## src/rtl/hall_call_arbiter.sv

```systemverilog
// Hall-call latch and arbiter: holds presses as pending bits and grants one at a time (fixed or round-robin).
// Press-to-grant 2 cycles; a grant holds stable until done, so at most one grant per 2 cycles.
module hall_call_arbiter #(
    parameter int NUM_FLOORS = 4,
    parameter int NUM_REQ    = 2 * (NUM_FLOORS - 1),
    parameter int CNT_W      = $clog2(NUM_REQ + 1)
) (
    input  logic               clk,
    input  logic               rst_n,
    input  logic [NUM_REQ-1:0] req_in,
    input  logic               mode,
    input  logic               done,
    output logic [NUM_REQ-1:0] grant_out,
    output logic               grant_valid,
    output logic [NUM_REQ-1:0] pending,
    output logic [CNT_W-1:0]   pend_count,
    output logic               q_empty
);
    localparam int IDX_W = $clog2(NUM_REQ);

    typedef enum logic {IDLE, GRANT} state_t;

    state_t             state_q, state_d;
    logic [NUM_REQ-1:0] p_q, p_d;
    logic [NUM_REQ-1:0] grant_q, grant_d;
    logic               gvld_q, gvld_d;
    logic [IDX_W-1:0]   rr_q, rr_d;

    logic [NUM_REQ-1:0] clr;
    logic               win_found;
    logic [IDX_W-1:0]   win_idx;
    logic [IDX_W-1:0]   gnt_idx;

    // Winner search walks indices from rr_q (round-robin) or from 0 (fixed), first hit wins.
    always_comb begin
        int j;
        j         = 0;
        win_found = 1'b0;
        win_idx   = '0;
        for (int i = 0; i < NUM_REQ; i++) begin
            j = mode ? (int'(rr_q) + i) % NUM_REQ : i;
            if (!win_found && p_q[j]) begin
                win_found = 1'b1;
                win_idx   = IDX_W'(j);
            end
        end
    end

    always_comb begin
        gnt_idx = '0;
        for (int i = 0; i < NUM_REQ; i++) begin
            if (grant_q[i]) gnt_idx = IDX_W'(i);
        end
    end

    always_comb begin
        state_d = state_q;
        grant_d = grant_q;
        gvld_d  = gvld_q;
        rr_d    = rr_q;
        clr     = '0;
        case (state_q)
            IDLE: begin
                if (win_found) begin
                    grant_d = '0;
                    grant_d[win_idx] = 1'b1;
                    gvld_d  = 1'b1;
                    state_d = GRANT;
                end
            end
            GRANT: begin
                if (done) begin
                    clr     = grant_q;
                    grant_d = '0;
                    gvld_d  = 1'b0;
                    rr_d    = (int'(gnt_idx) == NUM_REQ - 1) ? '0 : gnt_idx + 1'b1;
                    state_d = IDLE;
                end
            end
            default: state_d = IDLE;
        endcase
        // A re-press landing on the acceptance edge survives the clear.
        p_d = (p_q & ~clr) | req_in;
    end

    always_ff @(posedge clk or negedge rst_n) begin
        if (!rst_n) begin
            state_q <= IDLE;
            p_q     <= '0;
            grant_q <= '0;
            gvld_q  <= 1'b0;
            rr_q    <= '0;
        end else begin
            state_q <= state_d;
            p_q     <= p_d;
            grant_q <= grant_d;
            gvld_q  <= gvld_d;
            rr_q    <= rr_d;
        end
    end

    assign grant_out   = grant_q;
    assign grant_valid = gvld_q;
    assign pending     = p_q;
    assign pend_count  = CNT_W'($countones(p_q));
    assign q_empty     = (p_q == '0);

endmodule
```

## config.mk

```make
export PLATFORM = sky130hd
export DESIGN_NAME = hall_call_arbiter
export DESIGN_NICKNAME = d
export VERILOG_FILES = /design/src/rtl/hall_call_arbiter.sv
export SDC_FILE = /design/constraint.sdc
export NUM_CORES = 1
export LEC_CHECK = 0
export CORE_AREA = 2 2 62 64
export DETAILED_ROUTE_END_ITERATION = 12
export DIE_AREA = 0 0 64 66
export PLACE_DENSITY = 0.84
export SKIP_LAST_GASP = 1
export SYNTH_ARGS = -nofsm -noshare
export SYNTH_HDL_FRONTEND = slang
export SYNTH_SLANG_ARGS = --single-unit
```

## constraint.sdc

```tcl
create_clock -name clk -period 8.9 [get_ports clk]
set_clock_uncertainty 0.15 [all_clocks]
set_input_delay 1.335 -clock clk [delete_from_list [all_inputs] [get_ports clk]]
set_output_delay 1.335 -clock clk [all_outputs]
set_load 0.005 [all_outputs]
```

---- After elaboration in Yosys (flattened, before gate mapping) ----
Cells that the tools add are included.
word-level totals
  word-level logic and storage cells ...... 106
  register bits ........................... 17
  output and inout port bits .............. 17
cells by class
  equality and inequality tests ........... 3
  divide/modulo/power cells ............... 6
  bitwise operators ....................... 4
  order comparisons ....................... 8
  reduce and logical (&&, ||, !) cells .... 14
  add/sub/neg operators ................... 11
  multiplexer cells ....................... 55
operators by type and width
  operator               count
  $lt 32x5->1 const B    6
  $mux 32                6
  $mod 32x4->32 const B  5
  $mux 3                 11
  $mod 4x4->32 const B   1
  $mux 1                 24
  $mux 6                 4
  $bmux 1 s3             6
  $pmux 6 s2             1
  $add 3x2->4 const B    2
  $add 3x3->4 const B    2
  $add 1x1->2            3
  $and 6x6->6            1
  $logic_and 1x1->1      6
  $logic_not 6->1        1
  $not 6->6              1
  $or 6x6->6             1
  $logic_not 1->1        5
  $add 3x1->4 const B    1
  $lt 3x4->1 const B     1
  $ne 2x2->1 const B     2
  $pmux 1 s2             2
  $reduce_and 2->1       2
  $add 2x2->3            1
  other kinds (6)        6

---- Logic depth before layout (Yosys ltp) ----
Gate-level depths: netlist of the first run.
  word-level depth ........................ 27
  gate-level depth with buffers ........... 15
  mapped depth without buffers ............ 14

---- Worst setup path after synthesis of the first run ----
OpenSTA, ideal clock, no wires.
  path type ............................... reg2reg
  start point ............................. reg rr_q[1]
  end point ............................... reg grant_q[1] (netlist: grant_out[1])
  data required time ...................... 8629 ps
  path slack .............................. 5100 ps
  arrival time ............................ 3528 ps
  period minus slack after synthesis ...... 3800 ps
  cell stages (with the launch flop) ...... 14
  buffers on the path ..................... 0
  cells stage by stage .................... dfrtp_1 ha_1 xnor2_4 inv_4 ha_1 and4b_2 mux2i_1 a2111oi_4 mux2_4 o21ai_2 and4bb_1 a221oi_1 mux2i_1 a32o_2
on the way
  cells in the longest elaborated chain, start to end .. 27
  elaborated cells on any way between the ends .. 66
  classes of those cells .................. 5 x add/sub; 6 x div; 2 x order compare; 1 x eq/ne; 40 x mux; 12 x reduce/logical
ends and longest elaborated chain
  what                                                    line  RTL
  from (decl)                                             27    logic [IDX_W-1:0] rr_q, rr_d;
  from (signal assigned)                                  98    rr_q <= rr_d;
  branches (longest 27 deep; another with $mod 32x4->32)  n/a
  to (signal assigned)                                    96    grant_q <= grant_d;
  to (decl)                                               25    logic [NUM_REQ-1:0] grant_q, grant_d;
Several ways; the timed one is not identified. The select of a mux whose other input is x is not followed.
A chain may end at the register's enable or synchronous reset.

---- Final worst setup path of the first run ----
  start point ............................. in mode
  end point ............................... reg grant_q[1] (netlist: grant_out[1])
on the way
  cells in the longest elaborated chain, start to end .. 26
  elaborated cells on any way between the ends .. 55
  classes of those cells .................. 2 x order compare; 1 x eq/ne; 40 x mux; 12 x reduce/logical
ends and longest elaborated chain
  what                                                            line  RTL
  from (decl)                                                     11    input logic mode,
  $mux 32                                                         41    j = mode ? (int'(rr_q) + i) % NUM_REQ : i;
  $bmux 1 s3                                                      42    if (!win_found && p_q[j]) begin
  $mux 1 (not written as such) (2 in series)                      42
  $mux 1                                                          42
  $logic_not 1->1                                                 42
  $logic_and 1x1->1                                               42
  $mux 1                                                          42
  $logic_not 1->1                                                 42
  [9 not listed]                                                  n/a
  $logic_and 1x1->1                                               42
  $mux 3                                                          42
  $lt 3x4->1 (not written as such) or $ge 3x1->1 (tied branches)  66    grant_d[win_idx] = 1'b1;
  $logic_and 1x1->1 (not written as such)                         66
  $mux 1 (not written as such)                                    66
  $demux 1 s3                                                     66
  $mux 6                                                          64    if (win_found) begin
  $pmux 6 s2                                                      62    case (state_q)
Parallel ways exist; a longest one is shown, timed or not. The select of a mux whose other input is x is not followed.

==> results.toml, run 1 <==
[drt]
wl_per_cell_um = 17.19
ant_nets = 0
drc = 0
drt_first_pass_iters = 5
wl_um = 5276
num_vias = 2010
drtIter0Drc = 129
via_per_inst = 6.547

[critical_path]
start_kind = "input port"
worstPathArrival_ns = 4.81
critical_path_required_ns = 8.94
rrSetupSlack_ns = 4.39
max_stage_delay_ns = 0.99
r2r_cells = 13
worstSetupEndpointType = "flip-flop"
crit_end = "grant_out[1]"
crit_path_top_delay_cell = "clkdlybuf4s50_1"
crit_type = "in2reg"
critical_path.startpoint = "mode"
worstReg2RegStart = "rr_q[0]"
path_max_fanout = 22
r2r-end = "grant_out[1]"
path_cells = "clkdlybuf4s50_1 > nand2_4 > o21a_2 > a2111oi_4 > mux2_4 > o21ai_2 > and4bb_1 > a221oi_1 > mux2i_1 > a32o_2"

[die]
num_rows = 22
die_w_um = 64
die_h_um = 66
dieArea_um2 = 4224
start_util_pct = 58.42
num_io_pins = 27
core_area_um2 = 3551

[clock_tree]
clkLatencyLatePin_ns = 0.29
clockBufferDepth = 2
cts_max_level = 1
cts_hold_buf = 0
cts_root_buf = "clkbuf_4"
cts_tree = "done"
numCtsBuffers = 3
cts_resized = 0
clkSinkCount = 17
clk_pin_slew_ns = 0.10
post_cts_buffers = 0

[global_route]
grt_pass1_wl_um = 8942
grtUsageTotal_pct = 26.68
grt-ovfl-total = 0
grt_max_degree = 24
grt_pass1_vias = 1882
antenna_found_initial = 0

[placed_design]
dpl.hpwl_um = 4047
dpl-instance-area_um2 = 2345
routabilityCongestion = 0.8917
portBuffers = 26

[sta]
slew_viol_final = 0
slew_headroom_pct = 46.71
timing.final.crit_share_pct = 53.53
grt_setup_unrepaired = "no"
worst_pin_slew_ns = 0.7968
tns_ns = 0
finalSetupViolCount = 0
hold_viol_final = 0
fmax_mhz = 209.9
fin_crit_ns = 4.765

[synthesis]
synth_enable_flop_cells = 0
synth_flop_cell = "dfrtp_1"
yosysSeqAreaShare_pct = 20.51
synth_area_um2 = 2074
ys_warn_count = 0
syn_area_per_cell_um2 = 8.753
async_flop_share_pct = 100.0
yosys_register_bits = 17
ys_types = 77
syn_nets = 266
syn_inst = 237

[power_and_ir_drop]
p_seq_share_pct = 22.7
p_sw_mw = 0.2603
power_frac_clock_pct = 7.9
max-vdd-ir-drop_mv = 0.1325
leakagePower_nw = 1.020
power.density_nw_per_um2 = 218.4
p_int_mw = 0.2578
pwr-share-comb_pct = 69.3
p_sw_share_pct = 50.24

[cells_and_area]
regArea_um2 = 425.4
antennaDiodeCount = 0
multi_input_area_um2 = 1525
final_cell_mix = "nand2_1, clkdlybuf4s50_1, inv_1, dfrtp_1, ha_1"
synthToLayoutAreaGrowth_pct = 14.35
drive_gt1_share_pct = 11.20
layout_commonest_cell = "nand2_1"
final_cell_area_um2 = 2372
nets = 289
num-fill-cells = 306

[status]
outcome = "finished clean"

[min_path]
hold_depth = 2
hold_class = "reg2reg"

[run]
drv_cap = 0
==> cells by family after synthesis <==
family | Yosys count | share of synthesized area, %
buffers and inverters | 27 | 5.970
AO/OA/AOI/OAI | 75 | 29.25
adder cells (fa/ha/maj) | 19 | 12.55
multiplexers | 14 | 8.745
AND/OR/NAND/NOR | 83 | 21.23
XOR/XNOR | 2 | 1.749
flip-flops | 17 | 20.51
==> power groups by stage <==
stage	Combinational [mW]	Clock (mW)	Sequential [mW]
2_1_floorplan	0.281	0	0.105
3_3_place_gp	0.345	0	0.119
3_5_place_dp	0.350	0	0.119
4_1_cts	0.354	0.0420	0.117
5_1_grt	0.394	0.0461	0.122
6_report	0.359	0.0412	0.118
==> synthesized netlist by cell type, types with 2 or more instances <==
master | instances | area share, %
a211o_1 | 3 | 1.3
a21boi_0 | 3 | 1.1
a21o_1 | 10 | 3.6
a21oi_1 | 7 | 1.7
a221oi_1 | 2 | 0.84
a31oi_1 | 2 | 0.60
and2_1 | 3 | 0.90
and3_1 | 3 | 0.90
buf_2 | 3 | 0.72
buf_6 | 2 | 1.1
dfrtp_1 | 17 | 21
fa_1 | 3 | 2.9
ha_1 | 16 | 9.7
inv_1 | 17 | 3.1
mux2_2 | 2 | 1.1
mux2_4 | 2 | 1.4
mux2i_1 | 7 | 3.4
mux4_2 | 2 | 2.2
nand2_1 | 34 | 6.2
nand2b_1 | 2 | 0.60
nand3_1 | 8 | 1.9
nand3b_1 | 2 | 0.72
nand4_1 | 2 | 0.60
nor2_1 | 7 | 1.3
nor3_1 | 6 | 1.4
o2111ai_1 | 2 | 0.84
o211ai_1 | 4 | 1.4
o21ai_0 | 8 | 1.9
o22ai_1 | 2 | 0.60
o31a_1 | 3 | 1.3
o31ai_1 | 2 | 0.72
o32a_1 | 2 | 0.97
o32ai_1 | 2 | 0.84
or3_1 | 3 | 0.90
or3b_1 | 2 | 0.84
==> sequential cells by signal (all words and copies together), names as in the netlist <==
| signal | flops |
|---|---|
| grant_out | 6 |
| pending | 6 |
| rr_q | 3 |
| grant_valid | 1 |
| state_q | 1 |
==> through the flow <==
step | worst slack (ns) | hold slack (ns) | power [mW] | util [%] | std cells
global route | 3.996 | 0.3760 | 0.5623 | 66.81 | 307
floorplan | 5.100 | 0.3209 | 0.3867 | - | 237
detailed placement | 3.853 | 0.3287 | 0.4691 | 66.03 | 303
finish | 4.135 | 0.3464 | 0.5182 | 66.81 | 307
global placement | 3.947 | 0.3104 | 0.4640 | 66.03 | 303
CTS | 4.167 | 0.3529 | 0.5133 | 66.81 | 307
==> metal layers <==
layer  vias to the layer above  global-route usage [%]  share of wire [%]
met5                         -                       0                  0
li1                        943                       -                  -
met4                         0                   14.40                3.7
met2                        91                   44.40                 48
met1                       955                   33.87                 42
met3                        21                   3.066                6.4
==> worst max-delay path, delay by kind of cell <==
family	cells	cell delay, ns
buffers and inverters	1	0.99
multiplexers	2	0.56
AO/OA/AOI/OAI	5	1.45
AND/OR/NAND/NOR	2	0.46
==> worst min path at each step <==
stage | slack, ns | startpoint | to
after floorplan | 0.32 | grant_valid | grant_valid
after global placement | 0.31 | grant_valid | grant_valid
after detailed placement | 0.33 | grant_valid | grant_valid
after CTS | 0.35 | grant_valid | grant_valid
after global routing | 0.38 | grant_valid | grant_valid
final | 0.35 | grant_valid | grant_valid
==> final cells by class <==
cell class | instances | share of cell area, %
inverters | 19 | 3.112
clock buffers | 3 | 0.9494
flip-flops and latches | 17 | 17.93
clock inverters | 1 | 0.2110
repair buffers | 26 | 10.97
well taps | 48 | 2.532
multi-input cells | 193 | 64.29
Note: power is estimated with default switching activity, not from simulation.
==> run 2, diff against run 1 <==
Settings changed: CORE_AREA 2 2 62 64 to 2 2 64 66, DIE_AREA 0 0 64 66 to 0 0 66 68, PLACE_DENSITY 0.84 to 0.79.
Clock period 8.9 ns to 4.7 ns, I/O delays scaled along.
==> run 2 against run 1 <==
Compared with the run above: wire length increased by 5.1%; non-clock buffer count increased by 2; design area increased by 1.5%; count of clock-buffer cells in the layout unchanged; via count increased by 0.15%; global-route usage decreased by 0.39 points; sequential share of layout area decreased by 0.27 points; hold slack got worse by 0.013 ns.
==> results.toml, run 2 (same netlist as run 1, synthesis figures left out) <==
[status]
outcome = "finished clean"

[power_and_ir_drop]
leakagePower_nw = 1.037
power.density_nw_per_um2 = 425.0
max-vdd-ir-drop_mv = 0.2771
p_total_mw = 1.024

[clock_tree]
clkLatencyLatePin_ns = 0.25
cts_tree = "done"
clkSinkCount = 17
cts_max_level = 1
clk_pin_slew_ns = 0.07
cts_hold_buf = 0
clockBufferDepth = 2
cts_root_buf = "clkbuf_8"
post_cts_buffers = 0
numCtsBuffers = 3
cts_resized = 0

[critical_path]
path_cells = "inv_2 > ha_1 > a21o_1 > ha_1 > o31a_1 > a311oi_1 > o2111ai_1 > nand3_2 > and4bb_1 > a221oi_1 > mux2_4 > o32ai_1"
max_stage_delay_ns = 0.69
cp_top_family = "compound AO/OA/AOI/OAI gates"
cp_common_cell = "ha_1"
path_max_fanout = 12
worstSetupEndpointType = "flip-flop"
crit_type = "reg2reg"
worstPathArrival_ns = 4.25
start_kind = "flip-flop"
critical_path_required_ns = 4.68
path_buf_inv = 1
crit_path_top_delay_cell = "dfrtp_1"

[die]
num_rows = 23
core_area_um2 = 3856
num_io_pins = 27
die_h_um = 68
dieArea_um2 = 4488
die_w_um = 66
start_util_pct = 53.80

[sta]
timing.final.crit_share_pct = 90.91
tns_ns = 0
hold_ws_ns = 0.3333
worst_pin_slew_ns = 0.7562
grt_setup_unrepaired = "no"
hold_viol_final = 0
slew_viol_final = 0
finalSetupViolCount = 0
worst_slack_ns = 0.4274
fin_crit_ns = 4.273
slew_headroom_pct = 49.43
fmax_mhz = 234.1

[global_route]
gr-usage-met3_pct = 1.645
grt_max_degree = 23
use_met2_pct = 47.98
grt_pass1_vias = 1917
use_met1_pct = 33.20
grt_pass1_wl_um = 9135
grt-ovfl-total = 0
antenna_found_initial = 0
grtUsageTotal_pct = 26.28
grt.busiest_layer = "met2"

[drt]
wl_um = 5546
drtIter0Drc = 202
via_per_inst = 6.473
drt_first_pass_iters = 4
wl_per_cell_um = 17.83
ant_nets = 0
num_vias = 2013
drc = 0

[run]
drv_cap = 0

[placed_design]
routabilityCongestion = 0.8936
portBuffers = 26
dp_slack_ns = 0.5122
dpl-instance-area_um2 = 2362
dpl.hpwl_um = 4219
placed_cells = 307

[cells_and_area]
layout_commonest_cell = "nand2_1"
final_cells = 311
final_cell_area_um2 = 2409
drive_gt1_share_pct = 11.88
nets = 291
synthToLayoutAreaGrowth_pct = 16.10
antennaDiodeCount = 0
post-route-util_pct = 62.46
final_cell_mix = "nand2_1, clkdlybuf4s50_1, inv_1, dfrtp_1, ha_1"

[min_path]
hold_class = "reg2reg"
==> run 2: changes by cell type in the layout (fill, tap and decap cells not counted) <==
cell      before  now
clkbuf_8       0    3
clkbuf_4       3    0
buf_4          0    2
==> run 2: report_power, final <==
part	internal [mW]	switching, mW
clock	0.0588	0.0492
combinational	0.293	0.412
sequential	0.167	0.0434
total	0.519	0.505
==> run 2: layout make-up <==
cell class / count / area, um^2
multi-input cells: 193 / 1525
fillers: 325 / 1448
inverters: 19 / 73.82
well taps: 50 / 62.56
repair buffers: 28 / 275.3
flip-flops and latches: 17 / 425.4
clock inverters: 1 / 5.005
clock buffers: 3 / 41.29
==> run 2: path summary, 6_finish.rpt <==
check / startpoint / endpoint / slack [ns] / cells after the start
worst max-delay path: rr_q[2] / grant_out[5] / 0.43 / 12
worst min-delay path: grant_valid / grant_valid / 0.33 / 2
worst max register to register: rr_q[2] / grant_out[5] / 0.43 / 12
worst min register to register: grant_valid / grant_valid / 0.33 / 2
max in group asynchronous: rst_n / rr_q[2] / 3.18 / 1
min in group asynchronous: rst_n / pending[0] / 0.75 / 1
==> run 2: worst reg2reg max path, cell delays in order, from the launching register on <==
cell	delay [ns]
dfrtp_1	0.69
inv_2	0.13
ha_1	0.32
a21o_1	0.24
ha_1	0.31
o31a_1	0.32
a311oi_1	0.58
o2111ai_1	0.34
nand3_2	0.16
and4bb_1	0.25
a221oi_1	0.07
mux2_4	0.30
o32ai_1	0.30
==> run 2: routing by layer <==
layer	share of wire, %	wire [um]
met3	4.0	222
met2	51	2828
met1	43	2392
met4	1.8	102
met5	0	0
